## config.mk

```make
export PLATFORM = sky130hd
export DESIGN_NAME = i2c_state_machine
export DESIGN_NICKNAME = d
export VERILOG_FILES = /design/src/rtl/i2c_pkg.sv /design/src/rtl/i2c_state_machine.sv
export SDC_FILE = /design/constraint.sdc
export NUM_CORES = 1
export LEC_CHECK = 0
export CAP_MARGIN = 20
export CORE_AREA = 2 2 39 41
export DETAILED_ROUTE_END_ITERATION = 16
export DIE_AREA = 0 0 41 43
export GPL_TIMING_DRIVEN = 1
export HOLD_SLACK_MARGIN = 0.1
export PLACE_DENSITY_LB_ADDON = 0.05
export RECOVER_POWER = 100
export SLEW_MARGIN = 20
export SYNTH_ARGS = -nofsm -noshare
export SYNTH_HDL_FRONTEND = slang
export SYNTH_SLANG_ARGS = --single-unit
```

## constraint.sdc

```tcl
create_clock -name scl -period 1.4 [get_ports scl]
set_clock_uncertainty 0.15 [all_clocks]
set_input_delay 0.14 -clock scl [delete_from_list [all_inputs] [get_ports scl]]
set_output_delay 0.14 -clock scl [all_outputs]
set_load 0.02 [all_outputs]
```

## src/rtl/i2c_pkg.sv

```systemverilog
// i2c_pkg: shared state encoding and bit-count constant for the I2C subordinate FSM
package i2c_pkg;
  typedef enum logic [2:0] {
    IDLE,
    ADDR,
    ACK_ADDR,
    READ_DATA,
    ACK_DATA,
    WRITE_DATA,
    WAIT_ACK
  } state_e;
  localparam logic [8:0] LAST_BIT_COUNT = 9'd6;
endpackage

```

## src/rtl/i2c_state_machine.sv

```systemverilog
// i2c_state_machine: SCL-clocked transaction phase tracker driving one-hot datapath strobes
module i2c_state_machine
  import i2c_pkg::*;
#(
  parameter logic [8:0] LAST_BIT = LAST_BIT_COUNT
) (
  input  logic       scl,
  input  logic       rst,
  input  logic       start_cond,
  input  logic       stop_cond,
  input  logic       address_match,
  input  logic       read_bit,
  input  logic       write_bit,
  input  logic [8:0] clock_count,
  output logic       read_address,
  output logic       write_ack,
  output logic       read_data,
  output logic       write_data
);
  state_e state_q, state_d;
  logic   last;
  assign last = clock_count == LAST_BIT;
  // state register; reset and bus events are folded into the next-state logic
  always_ff @(posedge scl) state_q <= state_d;
  // next state: rst, then START, then STOP, then per-phase progression
  always_comb begin
    state_d = state_q;
    case (state_q)
      ADDR:       state_d = last ? (address_match ? ACK_ADDR : IDLE) : ADDR;
      ACK_ADDR:   state_d = read_bit ? WRITE_DATA : write_bit ? READ_DATA : IDLE;
      READ_DATA:  state_d = last ? ACK_DATA : READ_DATA;
      ACK_DATA:   state_d = READ_DATA;
      WRITE_DATA: state_d = last ? WAIT_ACK : WRITE_DATA;
      WAIT_ACK:   state_d = WRITE_DATA;
      default:    state_d = IDLE;
    endcase
    state_d = rst ? IDLE : start_cond ? ADDR : stop_cond ? IDLE : state_d;
  end
  assign read_address = state_q == ADDR;
  assign write_ack    = state_q == ACK_ADDR || state_q == ACK_DATA;
  assign read_data    = state_q == READ_DATA;
  assign write_data   = state_q == WRITE_DATA;
endmodule

```

==> flow_summary.ini <==
[status]
status = finished with violations
violations = setup timing

[min_path]
hold_end = state_q[2]
worstHoldStart = rst
min_path_type = in -> reg
min_delay_path_depth = 3

[cts]
ctsHtreeMaxLevel = 1
clock_latency_ps = 230
clockBufferDepth = 2
cts_inserted_buffers = 3
cts_tree = yes
ctsRootBufferMaster = clkbuf_4
clkTransAtPathRegs_ps = 40
cts.sinks = 3
postCtsSetupRepairBufs = 0

[critical_path]
worstPathCellList = or2b_1 -> a21oi_2 -> buf_4
worstSetupPathType = reg -> out
rrSetupSlack_ps = -20
cp.arrival_ps = 1140
rr_startpoint = state_q[0]
crit_path_max_incr_delay_ps = 370
cpMaxStageDelayCell = dfxtp_4
worst-path-stages = 3
cp-end-kind = primary output
path_delay_family = flip-flops
reg2reg_to = state_q[1]
reg2reg_depth = 5
cp_data_required_time_ps = 1110
start_kind = flop
path_buf_inv = 1
path_max_fanout = 5

[synthesis]
yosys_warnings = 0
syn_area_um2 = 302
synth_seq_area_share = 0.199
synthesis.nets = 54
synth_area_per_cell_um2 = 7.94
synth_cell_type_count = 26
syn_inst = 38
ys_seq_elements = 3

[final_layout]
post-route-util = 0.467
drive_gt1_frac = 0.465
syn_to_final_growth_pct = 115
stdcell_count = 87
top_regs = state_q: 3 flops
n_antenna_cell = 0
top_register = state_q
largest_reg_flops = 3
finalNetCount = 88

[drt]
wl_per_cell_um = 11.4
via_per_inst = 4.62
route.detailed.drc = 0
drt_iter0_markers = 3
drtPass1Iterations = 4
drt-total-wl_um = 989
vias = 402
antenna_left = 0

[placed_design]
place_congestion = 0.770
place_inst = 83
hpwlAfterDp_um = 768
port_buffers = 19

[die]
fp.dieH_um = 43
fp.coreArea_um2 = 1380
start_util = 0.218
die_area_um2 = 1760
pin_count = 20
placementRows = 14
die_w_um = 41

[sta]
max_slew_margin = 0.839
period_share = 1.02
drv_slew = 0
setup_viol = 2
fmax_mhz = 700
worst_pin_slew_ps = 241
hold_viol = 0
worst_slack_ps = -28.1
whs_ps = 428
min_period_ps = 1430
rsz0062_at_grt = yes

[grt]
grt_max_degree = 9
grt_first_pass_wirelength_mm = 1.45
grt_pass1_vias = 386
antenna_found_initial = 0
grt-ovfl-total = 0
grt.total_usage = 0.123

[power]
ir_drop_v = 0.000249
power_density_nw_per_um2 = 506
power.leakage_uw = 0.000278

[job]
maxCapViolCount = 0
[Yosys cell counts, drive strengths merged]
cell | n | area share
and4b | 1 | 0.033
xor2 | 2 | 0.058
nand2 | 2 | 0.025
and3 | 1 | 0.025
buf | 3 | 0.079
inv | 1 | 0.012
a21oi | 2 | 0.033
or3 | 1 | 0.025
nor2 | 3 | 0.037
nor2b | 3 | 0.062
o21ai | 1 | 0.017
a221oi | 1 | 0.029
or2b | 1 | 0.025
a2111oi | 1 | 0.033
nand2b | 1 | 0.046
nor4 | 1 | 0.021
a22o | 1 | 0.029
nor3 | 3 | 0.050
and2 | 1 | 0.021
or3b | 1 | 0.029
mux2 | 1 | 0.037
o21a | 1 | 0.025
dfxtp | 3 | 0.20
nor3b | 2 | 0.050
[how the worst max path moves through the flow]
stage,endpoint,from,slack (ps)
3_5_place_dp,state_q[1],clock_count[4],-410
4_1_cts,write_ack,state_q[2],-60
5_1_grt,write_ack,state_q[2],-70
3_3_place_gp,state_q[1],clock_count[4],-370
6_report,write_ack,state_q[2],-30
2_1_floorplan,state_q[1],state_q[2],20
[layer usage]
metal | up-vias | wire [um] | GRT usage
met5 | - | 0 | 0
met4 | 0 | 18 | 0.100
met2 | 18 | 547 | 0.200
met3 | 2 | 70 | 0.0209
li1 | 205 | - | -
met1 | 177 | 352 | 0.129
[where the power goes]
part / internal (uW) / total (uW) / leakage [uW] / switching [uW]
registers: 84.2 / 85.1 / 0.0000261 / 0.874
logic: 57.3 / 89.1 / 0.000237 / 31.8
clock network: 107 / 153 / 0.0000150 / 46.0
total: 248 / 327 / 0.000278 / 78.6
[final cells by class]
| class | count | area, um^2 |
|---|---|---|
| Sequential cell | 3 | 67.6 |
| Tap cell | 16 | 20.0 |
| Timing Repair Buffer | 32 | 269 |
| Fill cell | 147 | 737 |
| Clock buffer | 4 | 26.3 |
| Inverter | 1 | 3.75 |
| Multi-Input combinational cell | 31 | 260 |
[logic make-up after synthesis]
group	Yosys count	share of synthesized area
simple gates	21	0.448
compound gates	7	0.166
buf+inv	4	0.0913
flops	3	0.199
xor+xnor	2	0.0581
mux	1	0.0373
[layout by cell type (no fill, tap or decap), types with 2 or more instances in the layout]
master and n:
xor2_1 2, clkdlybuf4s50_1 8, nor2_1 3, dlygate4sd2_1 7, nand2_1 2, buf_4 12
clkbuf_4 3, buf_2 2, dfxtp_4 2, nor2b_1 2, buf_6 2, nor3_1 3
a21oi_2 2
[metrics by stage]
stage                     total power, uW  TNS [ps]  area, um^2  setup WS (ps)
final                                 327     -52.6         647          -28.1
after global routing                  344      -195         647          -72.5
after CTS                             333     -88.7         613          -56.6
after detailed placement              182     -1850         586           -411
after global placement                180     -1670         586           -375
after floorplan                       116         0         302           19.1
[what timing repair did]
action                                  4_1_cts  5_1_grt
pin swaps                                     6        2
hold buffers                                  0        0
endpoints found under the setup margin        7        6
gates resized for setup                      33        9
endpoints found under the hold margin         0        0
[worst register-to-register path: cells and delay by family, from the launching register on]
kind	cells	cell delay (ps)
buf+inv	1	120
simple gates	2	320
compound gates	1	170
mux	1	260
flops	1	300
Power figures use the tool's default switching activity.
